===== config.mk =====
export PLATFORM = sky130hd
export DESIGN_NAME = vga_draw_sched
export DESIGN_NICKNAME = d
export VERILOG_FILES = /design/src/rtl/vga_pkg.sv /design/src/rtl/sched_next_en.sv /design/src/rtl/vga_draw_sched.sv
export SDC_FILE = /design/constraint.sdc
export NUM_CORES = 1
export LEC_CHECK = 0
export CAP_MARGIN = 20
export CORE_UTILIZATION = 51
export CTS_CLUSTER_SIZE = 16
export DETAILED_ROUTE_END_ITERATION = 16
export DONT_BUFFER_PORTS = 1
export GPL_ROUTABILITY_DRIVEN = 0
export PLACE_DENSITY = 0.69
export SYNTH_ARGS = -nofsm -noshare
export SYNTH_HDL_FRONTEND = slang
export SYNTH_SLANG_ARGS = --single-unit

===== constraint.sdc =====
create_clock -name clk -period 2.1 [get_ports clk]
set_input_delay 0.315 -clock clk [delete_from_list [all_inputs] [get_ports clk]]
set_output_delay 0.315 -clock clk [all_outputs]
set_load 0.01 [all_outputs]

===== src/rtl/vga_pkg.sv =====
// rtl/vga_pkg.sv - shared widths, screen limits and scheduler state encoding
package vga_pkg;
   localparam int SCR_W = 320;
   localparam int SCR_H = 240;
   localparam int X_W   = $clog2(SCR_W);
   localparam int Y_W   = $clog2(SCR_H);
   localparam int C_W   = 3;
   localparam int WD_W  = 12;

   typedef enum logic [1:0] {
      ST_IDLE  = 2'd0,
      ST_ERASE = 2'd1,
      ST_DRAW  = 2'd2
   } sched_state_t;
endpackage


===== src/rtl/sched_next_en.sv =====
// rtl/sched_next_en.sv - next enabled client index above (or at, when i_incl) i_cur
module sched_next_en #(
   parameter int NCLI = 3,
   parameter int IW   = (NCLI > 1) ? $clog2(NCLI) : 1
) (
   input  logic [NCLI-1:0] i_en,
   input  logic [IW-1:0]   i_cur,
   input  logic            i_incl,
   output logic [IW-1:0]   o_nxt,
   output logic            o_valid
);
   // Scan downward so the lowest qualifying index is the last one written.
   always_comb begin
      o_nxt   = '0;
      o_valid = 1'b0;
      for (int i = NCLI - 1; i >= 0; i--) begin
         if (i_en[i] && ((i_incl && (i >= int'(i_cur))) || (i > int'(i_cur)))) begin
            o_nxt   = IW'(i);
            o_valid = 1'b1;
         end
      end
   end
endmodule


===== src/rtl/vga_draw_sched.sv =====
// rtl/vga_draw_sched.sv - frame scheduler: erase all enabled sprites, then draw them
module vga_draw_sched
   import vga_pkg::*;
#(
   parameter int NCLI = 3,
   parameter int TMO  = 4095
) (
   input  logic                  clk,
   input  logic                  reset,
   input  logic                  frame_tick,
   input  logic [NCLI-1:0]       cli_en,
   input  logic [NCLI*X_W-1:0]   cli_x,
   input  logic [NCLI*Y_W-1:0]   cli_y,
   input  logic [NCLI*C_W-1:0]   cli_colour,
   input  logic [NCLI-1:0]       cli_finish,
   output logic [NCLI-1:0]       erase_signal,
   output logic [NCLI-1:0]       draw_signal,
   output logic [X_W-1:0]        x_out,
   output logic [Y_W-1:0]        y_out,
   output logic [C_W-1:0]        colour,
   output logic                  plot,
   output logic                  busy,
   output logic                  overrun_err,
   output logic                  timeout_err
);
   localparam int IW = (NCLI > 1) ? $clog2(NCLI) : 1;

   sched_state_t    r_state, w_state_nxt;
   logic [IW-1:0]   r_cur, w_cur_nxt;
   logic            r_pending;
   logic [WD_W-1:0] r_wd;
   logic            r_overrun, r_timeout, r_plot;
   logic [X_W-1:0]  r_x;
   logic [Y_W-1:0]  r_y;
   logic [C_W-1:0]  r_col;

   logic [IW-1:0]   w_nxt, w_low;
   logic            w_nxt_vld, w_low_vld;
   logic            w_active, w_tmo, w_adv, w_pend_clr;

   sched_next_en #(.NCLI(NCLI), .IW(IW)) u_next (
      .i_en(cli_en), .i_cur(r_cur), .i_incl(1'b0), .o_nxt(w_nxt), .o_valid(w_nxt_vld)
   );

   sched_next_en #(.NCLI(NCLI), .IW(IW)) u_low (
      .i_en(cli_en), .i_cur('0), .i_incl(1'b1), .o_nxt(w_low), .o_valid(w_low_vld)
   );

   assign w_active = (r_state != ST_IDLE);
   assign w_tmo    = w_active && (r_wd == WD_W'(TMO));
   assign w_adv    = w_active && (cli_finish[r_cur] || w_tmo);

   always_comb begin
      w_state_nxt = r_state;
      w_cur_nxt   = r_cur;
      w_pend_clr  = 1'b0;
      case (r_state)
         ST_IDLE: begin
            if (frame_tick || r_pending) begin
               w_pend_clr = 1'b1;
               if (w_low_vld) begin
                  w_state_nxt = ST_ERASE;
                  w_cur_nxt   = w_low;
               end
            end
         end
         ST_ERASE: begin
            if (w_adv) begin
               if (w_nxt_vld) begin
                  w_cur_nxt = w_nxt;
               end else if (w_low_vld) begin
                  w_state_nxt = ST_DRAW;
                  w_cur_nxt   = w_low;
               end else begin
                  // Every client was disabled mid-frame: nothing left to draw.
                  w_state_nxt = ST_IDLE;
               end
            end
         end
         ST_DRAW: begin
            if (w_adv) begin
               if (w_nxt_vld) w_cur_nxt = w_nxt;
               else           w_state_nxt = ST_IDLE;
            end
         end
         default: w_state_nxt = ST_IDLE;
      endcase
   end

   always_ff @(posedge clk or negedge reset) begin
      if (!reset) begin
         r_state   <= ST_IDLE;
         r_cur     <= '0;
         r_pending <= 1'b0;
         r_wd      <= '0;
         r_overrun <= 1'b0;
         r_timeout <= 1'b0;
      end else begin
         r_state <= w_state_nxt;
         r_cur   <= w_cur_nxt;
         if (!w_active || (w_state_nxt != r_state) || (w_cur_nxt != r_cur)) r_wd <= '0;
         else                                                               r_wd <= r_wd + WD_W'(1);
         // A tick during a frame queues one more frame; a second queued tick is lost.
         if (w_active && frame_tick) begin
            r_pending <= 1'b1;
            if (r_pending) r_overrun <= 1'b1;
         end else if (w_pend_clr) begin
            r_pending <= 1'b0;
         end
         if (w_tmo) r_timeout <= 1'b1;
      end
   end

   always_ff @(posedge clk or negedge reset) begin
      if (!reset) begin
         r_x    <= '0;
         r_y    <= '0;
         r_col  <= '0;
         r_plot <= 1'b0;
      end else begin
         r_x    <= cli_x[r_cur*X_W +: X_W];
         r_y    <= cli_y[r_cur*Y_W +: Y_W];
         r_col  <= cli_colour[r_cur*C_W +: C_W];
         r_plot <= w_active;
      end
   end

   always_comb begin
      erase_signal = '0;
      draw_signal  = '0;
      if (r_state == ST_ERASE) erase_signal[r_cur] = 1'b1;
      if (r_state == ST_DRAW)  draw_signal[r_cur]  = 1'b1;
   end

   assign x_out       = r_x;
   assign y_out       = r_y;
   assign colour      = r_col;
   assign plot        = r_plot;
   assign busy        = w_active;
   assign overrun_err = r_overrun;
   assign timeout_err = r_timeout;
endmodule

==> impl_metrics.yaml <==
run_status:
  status: "complete, no violations"
grt:
  grt-ovfl-total: 0
  antenna_found_initial: 0
  first_global_vias: 1532
  grt_pass1_wl_um: 6890
  grt_max_degree: 41
  grt_usage_pct: 22.2
cts:
  cts-root-buf: "clkbuf_8"
  clock-sinks: 40
  cts-htree-levels: 2
  clk_pin_slew_worst_paths_ns: 0.07
  insertion_delay_ns: 0.29
  post_cts_resized: 0
  cts.path.max_buffers: 2
  cts_made_buffers: 5
  cts_tree: "built"
floorplan:
  pin_count: 99
  die_h_um: 64.7
  die-area_um2: 4180
  die_x_um: 64.7
  start_util_pct: 53.9
  core_area_um2: 3720
  num_rows: 22
setup_path:
  path_buf_inv: 0
  cpPeakStageDelay_ns: 0.55
  reg2reg_slack_ns: 0.20
  cp_cell_sequence: "ha_1, nand3_1, nor4_4, a211oi_2, or4b_4, o21ai_2"
  cp_max_fo: 7
  crit_family: "simple AND/OR/NAND/NOR gates"
  criticalPathCategory: "reg2reg"
  endpoint_kind: "flip-flop"
  crit_required_ns: 2.32
  cp.arrival_ns: 2.12
  worst_setup_path_start_kind: "flip-flop"
  cp_slowest_cell: "or4b_4"
yosys:
  avgSynthCellArea_um2: 9.87
  syn_inst: 203
  yosys_warnings: 0
  syn_area_um2: 2000
  synth_seq_area_share_pct: 50.0
  ys_seq_elements: 40
  yosysUniqueCellTypes: 39
  syn-num-nets: 273
placed_design:
  numPortBuffers: 0
  place_ws_ns: 0.217
  dpl.hpwl_um: 3150
  placed_cell_area_um2: 2050
timing:
  grt_setup_unrepaired: "no"
  finalSetupTns_ns: 0
  tightest_slew_ns: 0.486
  finalCritPeriodShare_pct: 90.5
  hold_slack_ns: 0.139
  fin_ws_ns: 0.200
  hold_viol: 0
  setup_viol: 0
  period_minus_slack_ns: 1.90
  slew-limit-headroom_pct: 67.2
  drv_slew: 0
  clock_skew_ns: 0.00236
  clock.fmax_mhz: 526
power:
  powerDensity_nw_per_um2: 1330
  p_leak_nw: 0.926
  ir_worst_vdd_mv: 0.802
detailed_routing:
  firstDrtPassIters: 4
  avgViaCountPerCell: 5.95
  ant_nets: 0
  wire_per_inst_um: 16.6
  vias: 1516
  drc: 0
  drt_iter0_markers: 65
  drt-total-wl_um: 4240
hold_path:
  hold_path.class: "in2reg"
layout:
  final_layout_size_suffix_gt1_share_pct: 9.66
  antennaDiodeCount: 0
  fin_nets: 276
  syn_to_final_growth_pct: 9.18
  fillerInstances: 332
  stdcell_area_um2: 2190
  mostFrequentLayoutCells: "40 x dfrtp_1, 25 x nand2_1, 25 x o21ai_0"
  final_common_cell: "dfrtp_1"
flow_run:
  max_cap_viol_count: 0
==> final cells by class <==
class / instances / area, um^2 / area share, %
Sequential cell: 40 / 1000 / 45.8
Multi-Input combinational cell: 152 / 958 / 43.8
Clock buffer: 6 / 72.6 / 3.32
Tap cell: 48 / 60.1 / 2.75
Timing Repair Buffer: 5 / 52.6 / 2.40
Clock inverter: 2 / 35.0 / 1.60
Inverter: 2 / 7.51 / 0.343
==> metal layers <==
layer  vias to the layer above  part of all wire, %  GRT usage, %
li1                        710                    -             -
met1                       696                   38          24.2
met2                        93                   50          38.7
met3                        17                  8.7          8.45
met4                         0                  2.9          8.33
met5                         -                    0             0
==> logic make-up after synthesis <==
| logic type | after synthesis | share of synthesized area [%] |
|---|---|---|
| and+or+nand+nor | 83 | 21.2 |
| adders and majority gates | 1 | 0.625 |
| muxes | 21 | 10.5 |
| DFF | 40 | 50.0 |
| xor gates and xnor gates | 10 | 4.37 |
| buffers and inverters | 11 | 2.19 |
| AOI/OAI and AO/OA | 37 | 11.1 |
==> stage by stage <==
| stage | util, % | total power, W | std cells |
|---|---|---|---|
| after floorplan | - | 0.00206 | 203 |
| after global placement | 55.2 | 0.00225 | 245 |
| after detailed placement | 55.2 | 0.00231 | 245 |
| after CTS | 58.9 | 0.00294 | 255 |
| after global routing | 58.9 | 0.00312 | 255 |
| final | 58.9 | 0.00292 | 255 |
==> synthesized netlist by cell type (all sizes together) <==
cell    number  share of area, %
o311ai       1              0.44
clkbuf       6               1.1
nand4        3               1.2
or2          1              0.31
a211oi       2               1.0
ha           1              0.62
nor3b        1              0.37
o21ai       26               6.7
and4         1              0.50
and2b        2              0.75
nand2       25               4.7
a311oi       1              0.44
nand2b       5               1.6
or3b         1              0.44
o22ai        1              0.31
a21oi        1              0.25
nor2b        3              0.94
a31o         1              0.44
a31oi        1              0.31
xnor2        5               2.2
nor4         3               1.7
mux2i       21                10
nor2        23               4.3
or4b         1              0.69
dfrtp       40                50
o21bai       2              0.75
nor3         4               1.0
o32a         1              0.50
xor2         5               2.2
and2         2              0.62
nand3        6               1.5
buf          3              0.69
inv          2              0.37
and3         2              0.62
==> worst reg2reg max path, delay by kind of cell, from the launching register on <==
kind            cells  cell delay (ns)
simple gates        3             1.03
flops               1             0.37
fa+ha+maj           1             0.23
compound gates      2             0.19
==> sequential cells by signal (all words and copies together) (netlist names) <==
register,flops
timeout_err,1
y_out,8
r_cur,2
overrun_err,1
colour,3
r_pending,1
plot,1
r_state,2
r_wd,12
x_out,9
==> power breakdown <==
group | leakage (nW) | switching [W] | total, W | internal (W)
Combinational | 0.366 | 0.000627 | 0.000989 | 0.000362
Clock | 0.0552 | 0.000250 | 0.000602 | 0.000352
Sequential | 0.505 | 0.000281 | 0.00132 | 0.00104
Total | 0.926 | 0.00116 | 0.00292 | 0.00176
==> worst paths after layout <==
path | from | endpoint | cells past startpoint
setup / recovery | r_wd[0]$_DFF_PN0_ | r_state[1]$_DFF_PN0_ | 6
hold / removal | cli_y[9] | y_out[1]$_DFF_PN0_ | 2
setup reg to reg | r_wd[0]$_DFF_PN0_ | r_state[1]$_DFF_PN0_ | 6
hold reg to reg | r_wd[0]$_DFF_PN0_ | r_wd[0]$_DFF_PN0_ | 1
max in group asynchronous | reset | x_out[3]$_DFF_PN0_ | 2
min in group asynchronous | reset | r_wd[11]$_DFF_PN0_ | 2
==> timing repair <==
item | 4_1_cts | 5_1_grt
hold buffers | 2 | 0
setup buffers | 0 | 0
endpoints found under the hold margin | 40 | 0
No activity file was read; power rests on OpenSTA's default activity.
